==> src/rtl/hazard_unit.sv <==
// Hazard unit for an in-order pipeline.
// Tracks destination info for DEPTH in-flight stages after decode, selects
// forwarded operands for the decode-stage sources, raises a load-use stall
// and a branch flush, and keeps saturating stall/flush event counters.
module hazard_unit #(
  parameter int XLEN       = 32,
  parameter int RA_W       = 5,
  parameter int DEPTH      = 3,
  parameter int BR_STAGE   = 1,
  parameter int LOAD_STAGE = 2,
  parameter int CNT_W      = 16,
  localparam int SEL_W     = $clog2(DEPTH + 1)
) (
  input  logic                  CLK,
  input  logic                  RST,
  input  logic                  dec_valid,
  input  logic [RA_W-1:0]       dec_rs1,
  input  logic [RA_W-1:0]       dec_rs2,
  input  logic                  dec_use1,
  input  logic                  dec_use2,
  input  logic [RA_W-1:0]       dec_rd,
  input  logic                  dec_wen,
  input  logic                  dec_ld,
  input  logic                  br_taken,
  input  logic [XLEN-1:0]       rf_data1,
  input  logic [XLEN-1:0]       rf_data2,
  input  logic [DEPTH*XLEN-1:0] stg_data,
  output logic [XLEN-1:0]       opnd1,
  output logic [XLEN-1:0]       opnd2,
  output logic [SEL_W-1:0]      fwd_sel1,
  output logic [SEL_W-1:0]      fwd_sel2,
  output logic                  stall,
  output logic                  flush,
  output logic [CNT_W-1:0]      stall_cnt,
  output logic [CNT_W-1:0]      flush_cnt
);

  // Tracked entries: index 0 is EX, DEPTH-1 is WB.
  logic [DEPTH-1:0]           v_q, v_d;
  logic [DEPTH-1:0]           wen_q, wen_d;
  logic [DEPTH-1:0]           ld_q, ld_d;
  logic [DEPTH-1:0][RA_W-1:0] rd_q, rd_d;
  logic [CNT_W-1:0]           stall_cnt_q, stall_cnt_d;
  logic [CNT_W-1:0]           flush_cnt_q, flush_cnt_d;

  logic hz1, hz2;
  logic accept;

  // An entry produces a usable result for source r; x0 never matches.
  function automatic logic entry_match(input int idx, input logic [RA_W-1:0] r);
    return v_q[idx] && wen_q[idx] && (rd_q[idx] == r) && (r != '0);
  endfunction

  // Forwarding select and operand mux for both sources, plus load-use flags.
  always_comb begin
    fwd_sel1 = '0;
    fwd_sel2 = '0;
    opnd1    = rf_data1;
    opnd2    = rf_data2;
    hz1      = 1'b0;
    hz2      = 1'b0;
    // NOTE: the scan runs oldest to youngest so the last hit, the lowest
    // index, is the one that sticks; the youngest producer must win.
    for (int i = DEPTH - 1; i >= 0; i--) begin
      if (dec_use1 && entry_match(i, dec_rs1)) begin
        fwd_sel1 = SEL_W'(i + 1);
        opnd1    = stg_data[i*XLEN +: XLEN];
        hz1      = ld_q[i] && (i < LOAD_STAGE);
      end
      if (dec_use2 && entry_match(i, dec_rs2)) begin
        fwd_sel2 = SEL_W'(i + 1);
        opnd2    = stg_data[i*XLEN +: XLEN];
        hz2      = ld_q[i] && (i < LOAD_STAGE);
      end
    end
  end

  // A redirect kills the waiting instruction anyway, so flush masks the stall.
  assign flush  = br_taken;
  assign stall  = dec_valid && (hz1 || hz2) && !br_taken;
  assign accept = dec_valid && !stall && !flush;

  // Next state: insert at EX (or a bubble), shift the rest, kill young entries on flush.
  always_comb begin
    v_d   = '0;
    wen_d = '0;
    ld_d  = '0;
    rd_d  = '0;
    if (accept) begin
      v_d[0]   = 1'b1;
      wen_d[0] = dec_wen;
      ld_d[0]  = dec_ld;
      rd_d[0]  = dec_rd;
    end
    for (int i = 1; i < DEPTH; i++) begin
      v_d[i]   = v_q[i-1] && !(flush && (i <= BR_STAGE));
      wen_d[i] = wen_q[i-1];
      ld_d[i]  = ld_q[i-1];
      rd_d[i]  = rd_q[i-1];
    end
    stall_cnt_d = stall_cnt_q;
    flush_cnt_d = flush_cnt_q;
    if (stall && (stall_cnt_q != '1)) stall_cnt_d = stall_cnt_q + 1'b1;
    if (flush && (flush_cnt_q != '1)) flush_cnt_d = flush_cnt_q + 1'b1;
  end

  // State registers with synchronous reset that drops all in-flight tracking.
  always_ff @(posedge CLK) begin
    // NOTE: every field of every entry is cleared, not only v, so the
    // tracked state after reset is fully defined rather than stale.
    if (RST) begin
      v_q         <= '0;
      wen_q       <= '0;
      ld_q        <= '0;
      rd_q        <= '0;
      stall_cnt_q <= '0;
      flush_cnt_q <= '0;
    end else begin
      v_q         <= v_d;
      wen_q       <= wen_d;
      ld_q        <= ld_d;
      rd_q        <= rd_d;
      stall_cnt_q <= stall_cnt_d;
      flush_cnt_q <= flush_cnt_d;
    end
  end

  assign stall_cnt = stall_cnt_q;
  assign flush_cnt = flush_cnt_q;

endmodule

==> config.mk <==
export PLATFORM = sky130hd
export DESIGN_NAME = hazard_unit
export DESIGN_NICKNAME = d
export VERILOG_FILES = /design/src/rtl/hazard_unit.sv
export SDC_FILE = /design/constraint.sdc
export NUM_CORES = 1
export LEC_CHECK = 0
export CELL_PAD_IN_SITES_DETAIL_PLACEMENT = 1
export CELL_PAD_IN_SITES_GLOBAL_PLACEMENT = 1
export CORE_ASPECT_RATIO = 0.75
export CORE_MARGIN = 2
export CORE_UTILIZATION = 26
export CTS_CLUSTER_DIAMETER = 200
export CTS_CLUSTER_SIZE = 40
export DETAILED_ROUTE_END_ITERATION = 10
export GPL_TIMING_DRIVEN = 0
export HOLD_SLACK_MARGIN = 0.1
export PLACE_DENSITY = 0.85
export SYNTH_ARGS = -nofsm -noshare
export SYNTH_HDL_FRONTEND = slang
export SYNTH_SLANG_ARGS = --single-unit
==> constraint.sdc <==
create_clock -name CLK -period 3.2 [get_ports CLK]
set_input_delay 0.64 -clock CLK [delete_from_list [all_inputs] [get_ports CLK]]
set_output_delay 0.64 -clock CLK [all_outputs]
set_load 0.02 [all_outputs]
; ---- Yosys cells after proc, flatten, opt, wreduce, memory -nomap -nowiden
; Cells that the tools add are included.
[totals]
input_bits = 183
out_inout_bits = 102
elab_cells = 72
register_bits = 55
[op_classes]
addsub = 2
reduce_logical = 34
eq_ne = 8
n_mux = 17
n_bitwise = 1
[op_table]
columns = cell, count
row1 = 2-to-1 mux 32 bit, 6
row2 = adder 16 x 1 -> 16 bit (second input constant), 2
row3 = != test 16 bit (second input constant), 2
row4 = equality test 5 bit, 6
row5 = logical AND 1 bit, 28
row6 = 2-to-1 mux 2 bit, 6
row7 = nonzero test 5 bit, 2
row8 = 2-to-1 mux 1 bit, 5
row9 = zero test 1 bit, 2
row10 = OR reduction 2 bit, 1
row11 = logical OR 1 bit, 1
row12 = NOT 1 bit, 1

; ---- Logic depth before layout (Yosys ltp)
; Gate-level depths: netlist of run 1.
[logic_depth]
depth_word = 14
depth_mapped = 10
mapped_depth_nobuf = 8

; ---- Least setup slack after synthesis of run 1
; Ideal clock, no wire load.
[synth_timing]
path_kind = input-to-output
from = in dec_rs2[1]
to = out opnd2[10]
t_required_ns = 2.560
n_path_buf = 2
arrival_ns = 2.595
setup_slack_ns = -0.035
path_stages = 9
cell_sequence = or4_1 o21ai_2 nor4_1 clkbuf_1 buf_2 mux2i_1 nor2_1 a21oi_1 o21ai_0
[synth_between]
elab_chain_len = 7
[synth_lines]
columns = item, line_no
row1 = from (decl), 18  ; input logic [RA_W-1:0] dec_rs2,
row2 = equality test 5 bit, 51  ; return v_q[idx] && wen_q[idx] && (rd_q[idx] == r) && (r != '0);
row3 = logical AND 1 bit (2 in a row), 51
row4 = logical AND 1 bit, 70  ; if (dec_use2 && entry_match(i, dec_rs2)) begin
row5 = 2-to-1 mux 32 bit (2 in a row), 70
row6 = 2-to-1 mux 32 bit *, 70
row7 = to (decl), 29  ; output logic [XLEN-1:0] opnd2,
; Mark *: on every way between the ends. The rest lies on a longest branch, timed or not.

; ---- Worst setup path in the final report of run 1
[layout_timing]
from = in dec_rs2[2]
to = out opnd2[18]
; The elaborated chain is that of the path after synthesis.

==> impl_table.tex, run 1 <==
\begin{tabular}{lr}
\hline
Metric & Value \\
\hline
\multicolumn{2}{l}{\textbf{Run status}} \\
\quad Status & finished, violations left \\
\quad Violations in the final reports & setup timing \\
\multicolumn{2}{l}{\textbf{Pwr}} \\
\quad Clock network fraction of total power & 0.308 \\
\quad Psw & 0.554 mW \\
\quad Worst supply voltage drop on vdd & 0.000281 V \\
\quad Overall power & 1.93 mW \\
\quad Proportion of total power due to net switching & 0.287 \\
\quad Total internal power & 1.37 mW \\
\quad Leakage power & roughly 3.5 nW \\
\quad Comb power frac & 0.328 \\
\quad Flop pwr share & 0.364 \\
\quad Total power divided by cell area & 213 nW/um2 \\
\multicolumn{2}{l}{\textbf{Die}} \\
\quad Die Y & approximately 120 um \\
\quad \# rows & 42 \\
\quad Floorplan die area & 19200 um2 \\
\quad Total I/O pin count & 285 \\
\quad Area of the core region & between 15000 and 20000 um2 \\
\quad Initial cell density of the core & 0.266 \\
\quad X dimension of the die & 159 um \\
\multicolumn{2}{l}{\textbf{Drt}} \\
\quad DRC Markers & 0 \\
\quad Initial DRC count & between 300 and 400 \\
\quad Count of TritonRoute iterations in the first routing pass & 4 \\
\quad Top Layer Used & met4 \\
\quad Routed met2 length & about 12 mm \\
\quad Met1 wire length & $\sim$11 mm \\
\quad Mean number of vias per cell & $\sim$5.2 \\
\quad Wire length on met3 & around 1.7 mm \\
\quad Wirelength per Cell & roughly 21 um \\
\quad Total Routed Length & 25.7 mm \\
\quad Remaining antenna violation count & 0 \\
\quad Detailed-route via count & about 6300 \\
\multicolumn{2}{l}{\textbf{Timing}} \\
\quad Crit path time final & 3.35 ns \\
\quad Final clock skew & roughly 0.013 ns \\
\quad Final number of setup-violating endpoints & between 40 and 50 \\
\quad Slew at the pin with the worst max-slew slack & between 0.5 and 0.6 ns \\
\quad Tightest slew margin relative to the limit & 0.616 \\
\quad Post-route setup slack & -0.151 ns \\
\quad Number of failing hold endpoints at the final stage & 0 \\
\quad Highest attainable clock frequency & roughly 300 MHz \\
\quad Final clock period utilization by the worst path & 1.05 \\
\quad RSZ-0062 raised after global routing & yes \\
\quad Max Transition Viols Final & 0 \\
\multicolumn{2}{l}{\textbf{Logic synthesis}} \\
\quad Yosys Warn Count & 0 \\
\quad Proportion of synthesized chip area in sequential cells & 0.234 \\
\quad Dominant synthesized flop cell & sky130\_fd\_sc\_hd\_\_dfxtp\_1 \\
\quad Cells taking the most area after synthesis & sky130\_fd\_sc\_hd\_\_dfxtp\_1, sky130\_fd\_sc\_hd\_\_mux2i\_1, sky130\_fd\_sc\_hd\_\_nor2\_1, sky130\_fd\_sc\_hd\_\_xnor2\_1, sky130\_fd\_sc\_hd\_\_a21o\_1 \\
\quad Cell count after synthesis & about 630 \\
\quad Proportion of netlist area held by the largest area contributor & 0.234 \\
\quad Synth unique cells & 46 \\
\quad Synthesized area & $\sim$4700 um2 \\
\quad Synth Net Count & just over 800 \\
\quad Post-synthesis async set-or-reset flop share & 0 \\
\quad Library cell with the largest summed area after synthesis & sky130\_fd\_sc\_hd\_\_dfxtp\_1 \\
\quad Synthesis-stage register bit count & 55 \\
\quad Mean Syn Cell Area & 7.42 um2 \\
\quad Number of synthesized flops with an enable pin & 0 \\
\multicolumn{2}{l}{\textbf{Setup path}} \\
\quad R2R Setup Slk & 0.61 ns \\
\quad Worst Path Max Fanout & 5 \\
\quad Setup crit start kind & input pin \\
\quad Max incr delay on CP & $\sim$0.53 ns \\
\quad Sequence of cells on the critical path & buf\_8 > or4\_4 > o21ai\_4 > nor4\_4 > buf\_8 > buf\_12 > buf\_16 > mux2i\_2 > nor2\_1 > a21oi\_1 > o21ai\_1 > buf\_4 \\
\quad Count of cell instances traversed by the critical path & 12 \\
\quad Category of the critical setup timing path & in2out \\
\quad CP required & about 2.6 ns \\
\quad Data arrival time of the critical path & about 2.7 ns \\
\quad Number of cells on the worst reg-to-reg path & 10 \\
\quad Crit-path slowest cell & sky130\_fd\_sc\_hd\_\_or4\_4 \\
\quad Largest delay share family, worst path & simple AND/OR/NAND/NOR gates \\
\quad Critical path endpoint category & primary output \\
\quad Critical path buffers and inverters & 5 \\
\quad Cell repeated most along the worst path & sky130\_fd\_sc\_hd\_\_buf\_8 \\
\multicolumn{2}{l}{\textbf{Layout}} \\
\quad Layout cell share with drive strength beyond 1 & 0.253 \\
\quad Count of fill cells added during filler insertion & $\sim$2100 \\
\quad Fin cells & 1201 \\
\quad Growth of design area from synthesis to finish & 93.0\% \\
\quad Final \#Nets & 1142 \\
\quad Core Util, Final & 0.513 \\
\multicolumn{2}{l}{\textbf{CTS}} \\
\quad Clock sinks & between 50 and 60 \\
\quad Number of levels the H-tree was split into & 2 \\
\quad Root buf cell & sky130\_fd\_sc\_hd\_\_clkbuf\_16 \\
\quad Source-to-sink clock delay at the later pin of the worst-skew pair & about 0.30 ns \\
\quad Buffers from clock root to sink, at most & 2 \\
\quad CTS clock-pin slew for the worst setup and hold paths & around 0.080 ns \\
\quad Num CTS Buffers & 5 \\
\quad CTS tree & yes \\
\multicolumn{2}{l}{\textbf{Hold path}} \\
\quad Classification of the worst-slack hold path & reg2reg \\
\quad Cell count of the worst hold path & 1 \\
\multicolumn{2}{l}{\textbf{Global routing}} \\
\quad Pin count of the biggest net entering global routing & 19 \\
\quad Number of global-route vias before repair & roughly 6400 \\
\quad Number of antenna violations at the first check in global routing & 1 \\
\quad First-pass GRT wire length & about 37 mm \\
\quad Leftover overflow at the end of global routing & 0 \\
\quad All-Layer GR Usage & 0.247 \\
\multicolumn{2}{l}{\textbf{Placement}} \\
\quad Number of port buffers & between 200 and 300 \\
\quad Weighted congestion at the end of routability-driven global placement & a little over 0.9 \\
\quad HPWL after DPL & roughly 19 mm \\
\quad Total placed cells including tap cells & 1157 \\
\multicolumn{2}{l}{\textbf{Flow run}} \\
\quad Number of violations of the max-capacitance limit & 0 \\
\hline
\end{tabular}
[final cells by class]
type                    instances  area, um2  area share
multi-input cells             528       3820       0.421
repair buffers                319       3210       0.354
flip-flops and latches         55       1100       0.121
plain buffers                  44        458      0.0505
well taps                     242        303      0.0334
clock buffers                   6        139      0.0153
clock inverters                 2       18.8     0.00207
inverters                       4       15.0     0.00166
diodes                          1       2.50    0.000276
[sequential cells by signal, summed over array words and instances, names as in the netlist]
signal     cells
flush_cnt     16
ld_q           2
rd_d          10
rd_q           5
stall_cnt     16
v_q            3
wen_q          3
[worst paths after layout]
path / from / endpoint
max: dec_rs2[2] / opnd2[18]
max reg2reg: rd_d[11] / stall_cnt[10]
min reg2reg: v_q[1] / v_q[2]
min: v_q[1] / v_q[2]
[what timing repair did]
action / in CTS / in global routing
hold buffers: 0 / 0
gates resized for setup: 531 / 103
pin swaps: 44 / 33
cloned: 6 / 2
buffers inserted: 25 / 7
endpoints found under the setup margin: 76 / 69
[layer usage]
metal	vias to the layer above	track usage
met5	-	0
met4	0	0.0591
met3	42	0.0484
met2	261	0.418
met1	3064	0.326
li1	2912	-
[cells by family (layout without fill, tap and decap cells)]
kind of cell	count (synthesis)	in the layout	share of synthesized area
AO/OA/AOI/OAI	168	168	0.231
XOR/XNOR	46	46	0.0858
adder cells (fa/ha/maj)	2	2	0.00533
buffers and inverters	50	375	0.0474
flip-flops	55	55	0.234
multiplexers	68	68	0.146
other	0	1	0
AND/OR/NAND/NOR	244	244	0.250
[layout by cell type (no fill, tap or decap), drive strengths merged, types with 2 or more instances in the layout]
cell	instances
a211oi	33
a21o	34
a21oi	45
a31o	2
a31oi	3
and2	9
and3	4
and4	2
buf	138
clkbuf	27
clkdlybuf4s50	202
dfxtp	55
ha	2
inv	5
mux2	3
mux2i	65
nand2	51
nand2b	2
nand3	18
nand4	13
nor2	93
nor2b	18
nor3	9
nor3b	2
nor4	7
o211a	3
o21ai	43
or3	9
or4	4
xnor2	33
xor2	13
[synthesized netlist by cell type (all sizes together), types with 7 or more instances]
master,count
nor2,93
mux2i,65
xor2,13
buf,23
o21ai,43
nand2,51
nor4,7
nor3,9
xnor2,33
a21o,34
or3,9
nand3,18
and2,9
nor2b,18
clkbuf,23
dfxtp,55
a21oi,45
a211oi,33
nand4,13
[metrics by stage]
step           worst slack [ns]  cell area, um2  hold slack, ns  TNS [ns]
2_1_floorplan             0.116            4700           0.459         0
3_3_place_gp              -1.64            7820           0.472   -106.76
3_5_place_dp              -1.76            7820           0.480   -112.27
4_1_cts                  -0.141            8740           0.500     -2.27
5_1_grt                  -0.207            9060           0.526     -5.61
6_report                 -0.151            9070           0.493     -1.54
[power by group through the flow]
stage / Clock, mW / Combinational (mW) / Sequential (mW)
after floorplan: 0 / 0.194 / 0.718
after global placement: 0 / 0.564 / 0.718
after detailed placement: 0 / 0.574 / 0.718
after CTS: 0.603 / 0.592 / 0.702
after global routing: 0.633 / 0.666 / 0.704
final: 0.594 / 0.633 / 0.702
(Power assumes the default switching activity.)
==> run 2: changes to the inputs <==
--- a/config.mk
+++ b/config.mk
@@ -5,11 +5,12 @@
 export SDC_FILE = /design/constraint.sdc
 export NUM_CORES = 1
 export LEC_CHECK = 0
+export ABC_AREA = 1
 export CELL_PAD_IN_SITES_DETAIL_PLACEMENT = 1
 export CELL_PAD_IN_SITES_GLOBAL_PLACEMENT = 1
 export CORE_ASPECT_RATIO = 0.75
 export CORE_MARGIN = 2
-export CORE_UTILIZATION = 26
+export CORE_UTILIZATION = 25
 export CTS_CLUSTER_DIAMETER = 200
 export CTS_CLUSTER_SIZE = 40
 export DETAILED_ROUTE_END_ITERATION = 10
==> impl_table.tex, run 2 <==
\begin{tabular}{lr}
\hline
Metric & Value \\
\hline
\multicolumn{2}{l}{\textbf{Placement}} \\
\quad Weighted congestion at the end of routability-driven global placement & between 0.9 and 1 \\
\quad Number of port buffers & about 280 \\
\quad Total placed cells including tap cells & 1460 \\
\quad Area post-placement & between 8000 and 9000 um2 \\
\quad HPWL after DPL & about 22 mm \\
\multicolumn{2}{l}{\textbf{Die}} \\
\quad Total I/O pin count & between 200 and 300 \\
\quad Floorplan die area & roughly 21000 um2 \\
\quad X dimension of the die & $\sim$170 um \\
\quad Die Y & between 100 and 150 um \\
\quad Area of the core region & $\sim$20000 um2 \\
\quad \# rows & between 40 and 50 \\
\quad Initial cell density of the core & 0.257 \\
\multicolumn{2}{l}{\textbf{Timing}} \\
\quad Final clock skew & roughly 0.011 ns \\
\quad Tightest slew margin relative to the limit & 0.481 \\
\quad Total negative setup slack & 0 ns \\
\quad Final clock period utilization by the worst path & 0.984 \\
\quad Slew at the pin with the worst max-slew slack & between 0.7 and 0.8 ns \\
\quad RSZ-0062 raised after global routing & yes \\
\quad Final number of setup-violating endpoints & 0 \\
\quad Number of failing hold endpoints at the final stage & 0 \\
\quad Worst-case hold slack & $\sim$0.43 ns \\
\quad Crit path time final & $\sim$3.1 ns \\
\quad Highest attainable clock frequency & 318 MHz \\
\quad Max Transition Viols Final & 0 \\
\multicolumn{2}{l}{\textbf{Drt}} \\
\quad Initial DRC count & 449 \\
\quad Detailed-route via count & $\sim$7500 \\
\quad Remaining antenna violation count & 0 \\
\quad Total Routed Length & approximately 28 mm \\
\quad Count of TritonRoute iterations in the first routing pass & 4 \\
\quad Wirelength per Cell & roughly 19 um \\
\quad Mean number of vias per cell & $\sim$5.0 \\
\quad DRC Markers & 0 \\
\multicolumn{2}{l}{\textbf{Layout}} \\
\quad Fin cells & around 1500 \\
\quad Count of fill cells added during filler insertion & between 2000 and 3000 \\
\quad Total inserted antenna cells & 0 \\
\quad Growth of design area from synthesis to finish & 69.8\% \\
\quad Most frequent standard cell in the layout excluding fill and tap cells & sky130\_fd\_sc\_hd\_\_nand2\_1 \\
\quad Total non-filler cell area in the finished layout & roughly 8500 um2 \\
\quad Core Util, Final & 0.437 \\
\quad Top library cells by usage in the layout, fill and taps aside & sky130\_fd\_sc\_hd\_\_nand2\_1, sky130\_fd\_sc\_hd\_\_clkdlybuf4s50\_1, sky130\_fd\_sc\_hd\_\_nand3\_1 \\
\quad Final \#Nets & roughly 1400 \\
\quad Layout cell share with drive strength beyond 1 & 0.152 \\
\multicolumn{2}{l}{\textbf{Logic synthesis}} \\
\quad Proportion of synthesized chip area in sequential cells & 0.219 \\
\quad Yosys Warn Count & 0 \\
\quad Library cell with the largest summed area after synthesis & sky130\_fd\_sc\_hd\_\_dfxtp\_1 \\
\quad Post-synthesis async set-or-reset flop share & 0 \\
\quad Synth Net Count & 1108 \\
\quad Synthesis-stage register bit count & 55 \\
\quad Synthesized area & $\sim$5000 um2 \\
\quad Proportion of netlist area held by the largest area contributor & 0.219 \\
\quad Cell count after synthesis & between 900 and 1000 \\
\quad Cells taking the most area after synthesis & sky130\_fd\_sc\_hd\_\_dfxtp\_1, sky130\_fd\_sc\_hd\_\_nand2\_1, sky130\_fd\_sc\_hd\_\_nand3\_1, sky130\_fd\_sc\_hd\_\_nor2\_1, sky130\_fd\_sc\_hd\_\_inv\_1 \\
\quad Most numerous cell in the Yosys netlist & sky130\_fd\_sc\_hd\_\_nand2\_1 \\
\quad Dominant synthesized flop cell & sky130\_fd\_sc\_hd\_\_dfxtp\_1 \\
\quad Number of synthesized flops with an enable pin & 0 \\
\quad Synth unique cells & 34 \\
\quad Mean Syn Cell Area & approximately 5.5 um2 \\
\quad Top cells by instance count after synthesis & sky130\_fd\_sc\_hd\_\_nand2\_1, sky130\_fd\_sc\_hd\_\_nand3\_1, sky130\_fd\_sc\_hd\_\_nor2\_1, sky130\_fd\_sc\_hd\_\_inv\_1, sky130\_fd\_sc\_hd\_\_a21oi\_1 \\
\multicolumn{2}{l}{\textbf{Setup path}} \\
\quad Sequence of cells on the critical path & clkdlybuf4s50\_1 > inv\_2 > a21oi\_2 > nand3\_2 > nor2\_4 > clkbuf\_4 > a21oi\_1 > a31oi\_1 > buf\_2 \\
\quad Crit-path slowest cell & sky130\_fd\_sc\_hd\_\_clkdlybuf4s50\_1 \\
\quad Category of the critical setup timing path & in2out \\
\quad Critical path endpoint category & primary output \\
\quad Setup crit start kind & input pin \\
\quad Data arrival time of the critical path & 2.51 ns \\
\quad Max incr delay on CP & about 0.48 ns \\
\quad Worst Path Max Fanout & 10 \\
\quad CP required & approximately 2.6 ns \\
\multicolumn{2}{l}{\textbf{Pwr}} \\
\quad Worst supply voltage drop on vdd & approximately 0.00018 V \\
\quad Leakage power & between 3 and 4 nW \\
\quad Total power divided by cell area & between 200 and 250 nW/um2 \\
\multicolumn{2}{l}{\textbf{Global routing}} \\
\quad First-pass GRT wire length & between 40 and 50 mm \\
\quad Number of antenna violations at the first check in global routing & 1 \\
\quad Leftover overflow at the end of global routing & 0 \\
\quad Pin count of the biggest net entering global routing & 18 \\
\quad Number of global-route vias before repair & 7571 \\
\quad All-Layer GR Usage & 0.249 \\
\multicolumn{2}{l}{\textbf{CTS}} \\
\quad Num CTS Buffers & 5 \\
\quad Buffers from clock root to sink, at most & 2 \\
\quad Clock sinks & between 50 and 60 \\
\quad Root buf cell & sky130\_fd\_sc\_hd\_\_clkbuf\_16 \\
\quad CTS tree & yes \\
\quad Hold buffer count at CTS & 0 \\
\quad Number of levels the H-tree was split into & 2 \\
\quad CTS clock-pin slew for the worst setup and hold paths & 0.08 ns \\
\quad Source-to-sink clock delay at the later pin of the worst-skew pair & about 0.31 ns \\
\multicolumn{2}{l}{\textbf{Run status}} \\
\quad Status & finished, final reports clean \\
\multicolumn{2}{l}{\textbf{Hold path}} \\
\quad Classification of the worst-slack hold path & reg2reg \\
\multicolumn{2}{l}{\textbf{Flow run}} \\
\quad Number of violations of the max-capacitance limit & 0 \\
\hline
\end{tabular}
==> run 2: final timing paths <==
path | endpoint | cells past startpoint | slack (ns) | from
worst min register to register | wen_q[1] | 2 | 0.43 | wen_q[0]
worst max-delay path | opnd1[30] | 9 | 0.05 | dec_use1
worst min-delay path | wen_q[1] | 2 | 0.43 | wen_q[0]
worst max register to register | stall_cnt[4] | 12 | 1.06 | stall_cnt[0]
==> run 2: cell type report <==
class | instances | area, um2 | area share
Buffer | 48 | 405 | 0.0475
Clock buffer | 6 | 129 | 0.0151
Clock inverter | 2 | 16.3 | 0.00190
Inverter | 118 | 453 | 0.0530
Multi-Input combinational cell | 703 | 3400 | 0.399
Sequential cell | 55 | 1100 | 0.129
Tap cell | 253 | 317 | 0.0371
Timing Repair Buffer | 302 | 2720 | 0.318
==> run 2: where the power goes <==
group / switching, mW / total (mW) / leakage (nW) / internal [mW]
Clock: 0.290 / 0.585 / 0.0675 / 0.295
Combinational: 0.258 / 0.546 / 3.34 / 0.288
Sequential: 0.00623 / 0.698 / 0.444 / 0.691
==> run 2: logic make-up (layout without fill, tap and decap cells) <==
| logic type | count (synthesis) | count (layout) | share of synthesized area |
|---|---|---|---|
| simple gates | 556 | 557 | 0.479 |
| buf+inv | 166 | 476 | 0.131 |
| compound gates | 129 | 129 | 0.140 |
| flops | 55 | 55 | 0.219 |
| xor+xnor | 15 | 15 | 0.0261 |
| fa+ha+maj | 2 | 2 | 0.00497 |
==> run 2: what timing repair did <==
item,CTS,global route
pin swaps,8,14
setup buffers,8,7
gates cloned,2,2
setup endpoints to repair,69,69
gates resized for setup,366,98
==> run 2: per-layer routing <==
layer,vias up,GRT usage,wire length (um)
met2,248,0.416,13000
met1,3595,0.338,12800
met3,37,0.0384,1540
met5,-,0,13
li1,3619,-,-
met4,2,0.0542,512
==> run 2: through the flow <==
step | power [mW] | setup WS (ns)
floorplan | 0.891 | 0.588
global placement | 1.28 | -1.02
detailed placement | 1.28 | -1.03
CTS | 1.83 | 0.000310
global route | 1.91 | -0.0695
finish | 1.83 | 0.0517
==> run 2: worst max-delay path, delay by kind of cell <==
| kind | cells | cell delay [ns] |
|---|---|---|
| AO/OA/AOI/OAI | 3 | 0.43 |
| buffers and inverters | 4 | 1.08 |
| AND/OR/NAND/NOR | 2 | 0.35 |
==> RTL change: new RTL, config.mk and constraints of run 1 <==
Change the parameter `RA_W` from 5 to 4.
--- a/src/rtl/hazard_unit.sv
+++ b/src/rtl/hazard_unit.sv
@@ -5,5 +5,5 @@
 module hazard_unit #(
   parameter int XLEN       = 32,
-  parameter int RA_W       = 5,
+  parameter int RA_W       = 4,
   parameter int DEPTH      = 3,
   parameter int BR_STAGE   = 1,
Ports: changed (resized dec_rd, dec_rs1 and dec_rs2); port bits go from 285 to 282. No check against the original RTL was run, so the function may have changed too.
==> RTL change against run 1 <==
- wire length decreased by 11%
- setup slack improved by 0.20 ns
- power is 10% lower
- register-to-register slack lost 0.38 ns
- sequential cell count fell by 3
- area after synthesis fell by 6.0%
- design area down 12%
- non-clock buffer count fell by 21
- critical path type unchanged
==> RTL change: results <==
worst_setup_path:
  critPathArrivalTime_ns: 2.51
final_layout:
  n_antenna_cell: 0
  nNetsFinal: 1115
  drive_gt1_share_pct: 16.7
  nFillCells: 2074
routing:
  drt_iter0_markers: 250
  routed-wl-met3_microns: 1350
  viasPerCell: 5.12
  drtPass1Iterations: 4
  wl_met1_microns: 10400
  final_antenna_net_count: 0
  routed_wl_microns: 22900
  wl_met2_microns: 10900
clock_tree:
  path_clk_slew_ns: 0.06
  cts_buffer_depth: 2
  htreeDepth: 2
  numCtsBuffers: 5
grt:
  antenna_found_initial: 0
  grt_pass1_vias: 5881
  grt_start_max_net_pins: 17
  grt_usage_pct: 23.9
  grt_pass1_wl_microns: 34000
timing:
  fin_skew_ns: 0.00978
  maxSlewHeadroom_pct: 48.0
pwr:
  p_int_mw: 1.25
  ir_drop_mv: 0.213
  power_leakage_nw: 3.56
hold_path:
  hp-class: "register to register"
yosys:
  synth_cell_types: 42
  synth_area_leaders: "dfxtp_1 24%, o21ai_0 15%, mux2i_1 15%"
  synth_warnings: 0
  ys_seq_area_share_pct: 23.6
  syn-num-nets: 812
  synthTopCellsByCount: "138 x nand2_1, 133 x o21ai_0, 65 x mux2i_1"
status:
  status: "finished, final reports clean"
placement:
  pre_cts_ws_ns: -1.60
  io_buffers: 281
  place_congestion: 0.880
  dp_hpwl_microns: 17500
-- RTL change: critical path: stages --
cell     delay, ns
buf_4         0.14
o41a_4        0.50
buf_6         0.14
nand3_4       0.11
buf_12        0.16
buf_12        0.14
mux2i_2       0.24
nand2_1       0.09
o21ai_1       0.08
o21ai_1       0.10
buf_4         0.17
-- RTL change: routing by layer --
layer,GRT usage [%],vias to the layer above
met2,40.7,187
li1,-,2838
met3,4.82,27
met5,0,-
met1,32.2,2826
met4,4.26,0
-- RTL change: what timing repair did --
item | in CTS | in global routing
pin swaps | 21 | 15
resized for setup | 487 | 62
setup endpoints to repair | 84 | 63
cloned | 5 | 1
buffers inserted | 9 | 0
endpoints found under the hold margin | 0 | 0
-- RTL change: path summary, 6_finish.rpt --
kind                              startpoint           end  slack [ns]  depth (start not counted)
worst max-delay path              dec_rs1[1]     opnd1[14]        0.05                         11
worst min register to register       ld_q[0]       ld_q[1]        0.48                          1
worst min-delay path                 ld_q[0]       ld_q[1]        0.48                          1
worst max register to register  stall_cnt[2]  stall_cnt[1]        0.23                          8
-- RTL change: power groups by stage --
stage               registers (mW)  logic, mW  clock network (mW)
floorplan                    0.678      0.166                   0
global placement             0.677      0.531                   0
detailed placement           0.677      0.540                   0
CTS                          0.662      0.518               0.555
global route                 0.663      0.569               0.588
finish                       0.662      0.531               0.538
-- RTL change: cells by family (layout without fill, tap and decap cells) --
kind of cell | Yosys count | in the layout | synth area share, %
muxes | 69 | 69 | 15.8
xor gates and xnor gates | 36 | 36 | 7.14
buffers and inverters | 49 | 353 | 4.65
AOI/OAI and AO/OA | 169 | 169 | 21.0
DFF | 52 | 52 | 23.6
and+or+nand+nor | 253 | 253 | 27.3
adders and majority gates | 2 | 2 | 0.567
-- RTL change: metrics by stage --
| step | hold WS [ns] | power (mW) | TNS [ns] | cells | cell area (sq um) |
|---|---|---|---|---|---|
| 2_1_floorplan | 0.431 | 0.844 | 0 | 630 | 4410 |
| 3_3_place_gp | 0.456 | 1.21 | -106.35 | 1126 | 7490 |
| 3_5_place_dp | 0.468 | 1.22 | -107.08 | 1126 | 7490 |
| 4_1_cts | 0.480 | 1.73 | 0 | 1148 | 7820 |
| 5_1_grt | 0.501 | 1.82 | -0.0321 | 1149 | 7950 |
| 6_report | 0.479 | 1.73 | 0 | 1149 | 7950 |
-- RTL change: final cells by class --
type                    instances  area [sq um]  share of cell area, %
plain buffers                  46           450                   5.67
well taps                     215           269                   3.38
multi-input cells             529          3300                   41.5
clock buffers                   6           129                   1.62
inverters                       3          11.3                  0.142
flip-flops and latches         52          1040                   13.1
clock inverters                 2          13.8                  0.173
repair buffers                296          2740                   34.5
